### config.mk
export PLATFORM = sky130hd
export DESIGN_NAME = hsv_core_mem_lsu
export DESIGN_NICKNAME = d
export VERILOG_FILES = /design/src/rtl/hsv_core_mem_lsu.sv
export SDC_FILE = /design/constraint.sdc
export NUM_CORES = 1
export LEC_CHECK = 0
export CAP_MARGIN = 10
export CORE_MARGIN = 4
export CORE_UTILIZATION = 47
export CTS_CLUSTER_SIZE = 8
export DETAILED_ROUTE_END_ITERATION = 10
export GPL_TIMING_DRIVEN = 0
export PLACE_DENSITY = 0.82
export SETUP_SLACK_MARGIN = 0.5
export SYNTH_ARGS = -nofsm -noshare
export SYNTH_HDL_FRONTEND = slang
export SYNTH_SLANG_ARGS = --single-unit
### constraint.sdc
create_clock -name clk_core -period 2.73 [get_ports clk_core]
set_input_delay 0.6825 -clock clk_core [delete_from_list [all_inputs] [get_ports clk_core]]
set_output_delay 0.6825 -clock clk_core [all_outputs]
set_load 0.005 [all_outputs]
### src/rtl/hsv_core_mem_lsu.sv
// -----------------------------------------------------------------------------
// hsv_core_mem_lsu
//   Load/store execution stage. Takes a decoded memory op plus operands, forms
//   the effective address, builds byte strobes and replicated store data, runs a
//   single data-bus transaction (never more than one in flight), aligns and
//   extends the returned load data, and presents the result to commit.
//   FENCE completes as a no-op without touching the bus.
//
// Configuration macro:
//   HSV_MEM_MISALIGN_TRAP_EN  defined   -> misaligned half/word ops skip the bus and
//                                          complete with a misaligned exception
//                                          (cause 4 load / 6 store).
//                             undefined -> ea low bits are forced to natural
//                                          alignment and the access proceeds.
//
// Ports:
//   clk_core, rst_core_n   core clock, async active-low reset
//   flush                  squash the current op (wins over in_valid/out_ready)
//   in_valid/in_ready      op handshake; in_mem/in_base/in_offset/in_wdata/in_rd_addr
//   req_*                  bus request (word-aligned addr, write, wdata, strb)
//   rsp_valid/rsp_rdata/rsp_error  bus response, one per accepted request
//   out_valid/out_ready    result handshake; out_rd_addr/out_rd_value/
//                          out_exception/out_cause
// -----------------------------------------------------------------------------
package hsv_core_mem_lsu_pkg;

    typedef enum logic [1:0] {
        SZ_BYTE = 2'd0,
        SZ_HALF = 2'd1,
        SZ_WORD = 2'd2
    } mem_size_e;

    typedef struct packed {
        logic      store;        // 1 = store, 0 = load
        mem_size_e size;
        logic      sign_extend;  // loads only
        logic      fence;        // overrides everything else
    } mem_data_t;

    localparam logic [3:0] CAUSE_LD_MISALIGN = 4'd4;
    localparam logic [3:0] CAUSE_LD_FAULT    = 4'd5;
    localparam logic [3:0] CAUSE_ST_MISALIGN = 4'd6;
    localparam logic [3:0] CAUSE_ST_FAULT    = 4'd7;

endpackage

module hsv_core_mem_lsu
    import hsv_core_mem_lsu_pkg::*;
#(
    parameter int ADDR_W = 32,
    parameter int STRB_W = ADDR_W / 8
) (
    input  logic              clk_core,
    input  logic              rst_core_n,
    input  logic              flush,

    input  logic              in_valid,
    output logic              in_ready,
    input  mem_data_t         in_mem,
    input  logic [ADDR_W-1:0] in_base,
    input  logic [ADDR_W-1:0] in_offset,
    input  logic [ADDR_W-1:0] in_wdata,
    input  logic [4:0]        in_rd_addr,

    output logic              req_valid,
    input  logic              req_ready,
    output logic [ADDR_W-1:0] req_addr,
    output logic              req_write,
    output logic [ADDR_W-1:0] req_wdata,
    output logic [STRB_W-1:0] req_strb,

    input  logic              rsp_valid,
    input  logic [ADDR_W-1:0] rsp_rdata,
    input  logic              rsp_error,

    output logic              out_valid,
    input  logic              out_ready,
    output logic [4:0]        out_rd_addr,
    output logic [ADDR_W-1:0] out_rd_value,
    output logic              out_exception,
    output logic [3:0]        out_cause
);

    typedef enum logic [2:0] {
        S_IDLE  = 3'd0,
        S_REQ   = 3'd1,
        S_RSP   = 3'd2,
        S_DRAIN = 3'd3,
        S_DONE  = 3'd4
    } state_e;

    state_e state_q, state_d;

    // latched op
    logic              store_q;
    mem_size_e         size_q;
    logic              sext_q;
    logic [ADDR_W-1:0] addr_q;      // effective address after alignment handling
    logic [ADDR_W-1:0] wdata_q;     // already lane-replicated
    logic [STRB_W-1:0] strb_q;
    logic [4:0]        rd_q;
    // latched result
    logic [ADDR_W-1:0] value_q;
    logic              exc_q;
    logic [3:0]        cause_q;

    logic              accept;
    logic [ADDR_W-1:0] ea_raw;
    logic [ADDR_W-1:0] ea_acc;
    logic              trap;
    logic [STRB_W-1:0] strb_next;
    logic [ADDR_W-1:0] wdata_next;
    logic [ADDR_W-1:0] lane;
    logic [ADDR_W-1:0] load_val;
    logic              rsp_take;

    assign accept = in_valid & in_ready;
    assign ea_raw = in_base + in_offset;

`ifdef HSV_MEM_MISALIGN_TRAP_EN
    logic misaligned;
    assign misaligned = ((in_mem.size == SZ_HALF) & ea_raw[0]) |
                        ((in_mem.size == SZ_WORD) & (ea_raw[1:0] != 2'b00));
    assign ea_acc = ea_raw;
    assign trap   = misaligned & ~in_mem.fence;
`else
    // Silently round down to the natural boundary of the access size.
    always_comb begin
        ea_acc = ea_raw;
        case (in_mem.size)
            SZ_HALF: ea_acc[0]   = 1'b0;
            SZ_WORD: ea_acc[1:0] = 2'b00;
            default: ea_acc      = ea_raw;
        endcase
    end
    assign trap = 1'b0;
`endif

    always_comb begin
        strb_next  = {STRB_W{1'b1}};
        wdata_next = in_wdata;
        case (in_mem.size)
            SZ_BYTE: begin
                strb_next  = STRB_W'(4'b0001) << ea_acc[1:0];
                wdata_next = {(ADDR_W/8){in_wdata[7:0]}};
            end
            SZ_HALF: begin
                strb_next  = STRB_W'(4'b0011) << ea_acc[1:0];
                wdata_next = {(ADDR_W/16){in_wdata[15:0]}};
            end
            default: begin
                strb_next  = {STRB_W{1'b1}};
                wdata_next = in_wdata;
            end
        endcase
    end

    // Load alignment: bring the addressed byte lane down to bit 0.
    assign lane = rsp_rdata >> {addr_q[1:0], 3'b000};

    always_comb begin
        case (size_q)
            SZ_BYTE: load_val = sext_q ? {{(ADDR_W-8){lane[7]}}, lane[7:0]}
                                       : {{(ADDR_W-8){1'b0}}, lane[7:0]};
            SZ_HALF: load_val = sext_q ? {{(ADDR_W-16){lane[15]}}, lane[15:0]}
                                       : {{(ADDR_W-16){1'b0}}, lane[15:0]};
            default: load_val = lane;
        endcase
    end

    assign rsp_take = (state_q == S_RSP) & rsp_valid & ~flush;

    // ---------------- FSM: state register ----------------
    always_ff @(posedge clk_core or negedge rst_core_n) begin
        if (!rst_core_n) state_q <= S_IDLE;
        else             state_q <= state_d;
    end

    // ---------------- FSM: next state ----------------
    always_comb begin
        state_d = state_q;
        case (state_q)
            S_IDLE: if (accept) state_d = (in_mem.fence | trap) ? S_DONE : S_REQ;
            S_REQ: begin
                if (flush)          state_d = S_IDLE;   // request dropped before acceptance
                else if (req_ready) state_d = S_RSP;
            end
            S_RSP: begin
                // A response arriving with the flush is already the one owed,
                // so there is nothing left to drain.
                if (flush)          state_d = rsp_valid ? S_IDLE : S_DRAIN;
                else if (rsp_valid) state_d = S_DONE;
            end
            S_DRAIN: if (rsp_valid)           state_d = S_IDLE;
            S_DONE:  if (flush | out_ready)   state_d = S_IDLE;
            default: state_d = S_IDLE;
        endcase
    end

    // ---------------- FSM: outputs ----------------
    always_comb begin
        in_ready      = 1'b0;
        req_valid     = 1'b0;
        req_addr      = '0;
        req_write     = 1'b0;
        req_wdata     = '0;
        req_strb      = '0;
        out_valid     = 1'b0;
        out_rd_addr   = '0;
        out_rd_value  = '0;
        out_exception = 1'b0;
        out_cause     = '0;
        case (state_q)
            S_IDLE: in_ready = ~flush;
            S_REQ: begin
                req_valid = 1'b1;
                req_addr  = {addr_q[ADDR_W-1:2], 2'b00};
                req_write = store_q;
                req_wdata = wdata_q;
                req_strb  = strb_q;
            end
            S_DONE: begin
                out_valid     = 1'b1;
                out_rd_addr   = rd_q;
                out_rd_value  = value_q;
                out_exception = exc_q;
                out_cause     = cause_q;
            end
            default: ;
        endcase
    end

    // ---------------- op / result registers ----------------
    always_ff @(posedge clk_core or negedge rst_core_n) begin
        if (!rst_core_n) begin
            store_q <= 1'b0;
            size_q  <= SZ_BYTE;
            sext_q  <= 1'b0;
            addr_q  <= '0;
            wdata_q <= '0;
            strb_q  <= '0;
            rd_q    <= '0;
            value_q <= '0;
            exc_q   <= 1'b0;
            cause_q <= '0;
        end else if (accept) begin
            store_q <= in_mem.store;
            size_q  <= in_mem.size;
            sext_q  <= in_mem.sign_extend;
            addr_q  <= ea_acc;
            wdata_q <= wdata_next;
            strb_q  <= strb_next;
            rd_q    <= (in_mem.store | in_mem.fence) ? 5'd0 : in_rd_addr;
            value_q <= '0;
            exc_q   <= trap;
            cause_q <= trap ? (in_mem.store ? CAUSE_ST_MISALIGN : CAUSE_LD_MISALIGN) : 4'd0;
        end else if (rsp_take) begin
            if (rsp_error) begin
                value_q <= '0;
                exc_q   <= 1'b1;
                cause_q <= store_q ? CAUSE_ST_FAULT : CAUSE_LD_FAULT;
            end else begin
                value_q <= store_q ? '0 : load_val;
            end
        end
    end

endmodule

==> out/qor.txt <==
worst vdd ir = 0.577 mV
CTS tree = yes
root buf cell = clkbuf_16
Setup crit end kind = register
area of the core = 16,100 um^2
final setup vio count = 0
Mapped Area = 7840 um^2
H-tree levels = 4
fin crit share = 98.0%
Num CTS Buffers = 17
Final GP Congestion = 0.958
EDFF count, synth = 0
kind of critical path = primary input to register
Skew-Pair Late Insertion Delay = 0.43 ns
hold slack = 0.165 ns
Main synth FF type = dfrtp_1
PD cells = 806 nW/um^2
status = finished, final reports clean
Max Cap Violations = 0
final wirelength = 37,900 um
DIE AREA = 18,800 um^2
pin count of the biggest net entering global routing = 77
antenna violations before repair = 0
reg2reg end = addr_q[19]$_DFFE_PN0N_
Final min period = 2.67 ns
global route overflow = 0
worst endpoint data arrival time = 3.03 ns
register-to-register setup slack = 0.40 ns
PortBufs = 256
DR WL/cell = 24.0 um
async set-or-reset flop fraction in the synthesized netlist = 100%
LEAKAGE = 6.43 nW
row count = 46
die width = 137 um
Pre-antenna DRT Iters = 7
Final nets = 1,528
Final Cell Area = 13,800 um^2
slew margin rel. = 48.0%
post-detailed-route DRC marker count = 0
Vias/cell = 6.25
Final Hold Violating Endpoints = 0
final setup TNS = 0 ns
R2R depth = 9
drt first-iter violations = 1,062
Mapped Cells = 955
WP buf/inv = 2
FF+latch count, synth = 114
FF-to-FF Start = state_q[1]$_DFFE_PN0P_
vias in the first global route = 8,848
CP max stage delay = 0.55 ns
Synth area leaders = dfrtp_1 36%, nand2_1 7.8%, and2_1 5.6%
Initial Utilization = 48.6%
share of cells above drive strength 1 = 41.3%
Critical Path Fanout Max = 6
clock-pin slew of the registers on the worst-case setup and hold paths = 0.05 ns
clk sinks = 114
Max clock buf depth = 2
register area share after synthesis = 36.4%
IO Count = 260
count leader, synth = nand2_1
Hold Path Class = primary input to async pin
Slew Viols, Final = 0
share of the synthesized area in the top cell type = 36.4%
DR vias = 9,851
cells along the critical path = clkdlybuf4s50_1 > ha_2 > buf_6 > a211oi_2 > o21ai_0 > a221o_1 > or4_4 > nand3_2
Util after Layout = 85.7%
Placed Area = 10,900 um^2
Cells after DPL = 1,430
Die H = 137 um
area delta synth->final = 76.2%
Layout fillers = 830
GRT Total Usage = 32.4%
Req. time, crit path = 3.09 ns
synth warn = 0
Fmax achieved = 374 MHz
fin cells = 1,576
CP delay by family, top = compound AO/OA/AOI/OAI gates
Final ANT Viol Nets = 0
actual slew at the worst max-slew pin = 0.776 ns
leading area contributor after synthesis = dfrtp_1
post-DP HPWL = 21,800 um
n_diodes = 0
Worst setup SP type = primary input
Avg Inst Size Synth = 8.21 um^2
Final Skew = 0.00963 ns
Worst path slowest cell = or4_4
first-pass GRT wire length = 46,900 um
Synth top cells by count = 163 x nand2_1, 114 x dfrtp_1, 71 x o21ai_0, 70 x and2_1, 58 x nor2_1
RSZ-0062 raised after global routing = yes
Distinct cells, synth = 65
-- layout by cell type (no fill, tap or decap), types with 15 or more instances in the layout --
master / netlist / final
a21oi_1: 43 / 28
a22o_1: 18 / 18
and2_4: 0 / 67
and3_4: 0 / 34
buf_2: 9 / 21
buf_4: 6 / 86
buf_6: 0 / 138
buf_8: 0 / 19
clkbuf_1: 53 / 15
clkbuf_16: 0 / 20
clkbuf_2: 2 / 34
clkdlybuf4s50_1: 0 / 96
dfrtp_1: 114 / 113
ha_4: 0 / 20
mux2i_1: 24 / 23
nand2_1: 163 / 160
nand3_1: 19 / 15
nor2_1: 58 / 52
o21ai_0: 71 / 58
o21ai_1: 16 / 19
-- metal layers --
metal  GRT usage [%]  vias up  wire length (um)  share of wire [%]
met1            39.2     4598             13000                 34
met5               0        -                 0                  0
met3            6.47      258              3970                 10
li1                -     4157                 -                  -
met4            14.9        0              2910                7.7
met2            55.4      838             18000                 48
-- state kept, by name, summed over array words and instances, names as in the netlist --
signal,flops
addr_q,32
state_q,3
wdata_q,32
strb_q,4
store_q,1
sext_q,1
value_q,32
cause_q,2
rd_q,5
size_q,2
-- where the power goes --
| group | total, mW | leakage (nW) | switching, mW | internal, mW |
|---|---|---|---|---|
| Clock | 2.36 | 0.289 | 0.833 | 1.53 |
| Sequential | 2.74 | 1.45 | 0.448 | 2.29 |
| Combinational | 6.03 | 4.69 | 2.95 | 3.08 |
-- repair_timing --
| item | 4_1_cts | 5_1_grt |
|---|---|---|
| setup endpoints to repair | 222 | 220 |
| hold buffers | 0 | 0 |
| pin swaps | 101 | 80 |
| cloned | 7 | 2 |
| setup buffers | 52 | 53 |
| endpoints found under the hold margin | 0 | 0 |
| gates resized for setup | 672 | 359 |
-- worst reg2reg max path, cell delays in order, from the launching register on --
cell and delay, ns:
dfrtp_1 0.37, clkbuf_8 0.14, buf_4 0.13, buf_4 0.16
nor3_4 0.26, nand3_4 0.17, clkbuf_2 0.28, buf_2 0.30
nand2_1 0.12, nand3_1 0.22
-- through the flow --
step	worst slack [ns]	total power, mW
5_1_grt	0.0335	11.6
2_1_floorplan	0.156	4.72
3_5_place_dp	-0.845	6.47
3_3_place_gp	-3.48	6.38
6_report	0.0558	11.1
4_1_cts	0.0559	9.77
-- cell type report --
type / instances / area (um^2) / area share [%]
Buffer: 73 / 611 / 4.42
Clock buffer: 24 / 492 / 3.56
Clock inverter: 8 / 125 / 0.906
Inverter: 14 / 52.6 / 0.380
Multi-Input combinational cell: 756 / 5770 / 41.7
Sequential cell: 114 / 2850 / 20.7
Tap cell: 216 / 270 / 1.96
Timing Repair Buffer: 371 / 3640 / 26.4
-- worst max path at each step --
stage	from	end	slack (ns)	depth (start not counted)
floorplan	in_base[0]	addr_q[30]$_DFFE_PN0N_	0.16	10
global placement	rst_core_n	addr_q[16]$_DFFE_PN0N_	-3.48	1
detailed placement	state_q[1]$_DFFE_PN0P_	req_addr[5]	-0.85	7
CTS	state_q[1]$_DFFE_PN0P_	req_addr[5]	0.06	8
global route	in_base[28]	addr_q[31]$_DFFE_PN0N_	0.03	8
finish	in_offset[22]	addr_q[31]$_DFFE_PN0N_	0.06	8
-- cells by family (layout without fill, tap and decap cells) --
group | after synthesis | count (layout) | synth area share, %
buffers and inverters | 87 | 490 | 4.63
xor gates and xnor gates | 22 | 22 | 2.46
and+or+nand+nor | 415 | 415 | 25.8
other | 1 | 3 | 0.0478
adders and majority gates | 35 | 35 | 5.68
AOI/OAI and AO/OA | 256 | 256 | 21.8
DFF | 114 | 114 | 36.4
muxes | 25 | 25 | 3.21
Note: power is estimated with default switching activity, not from simulation.
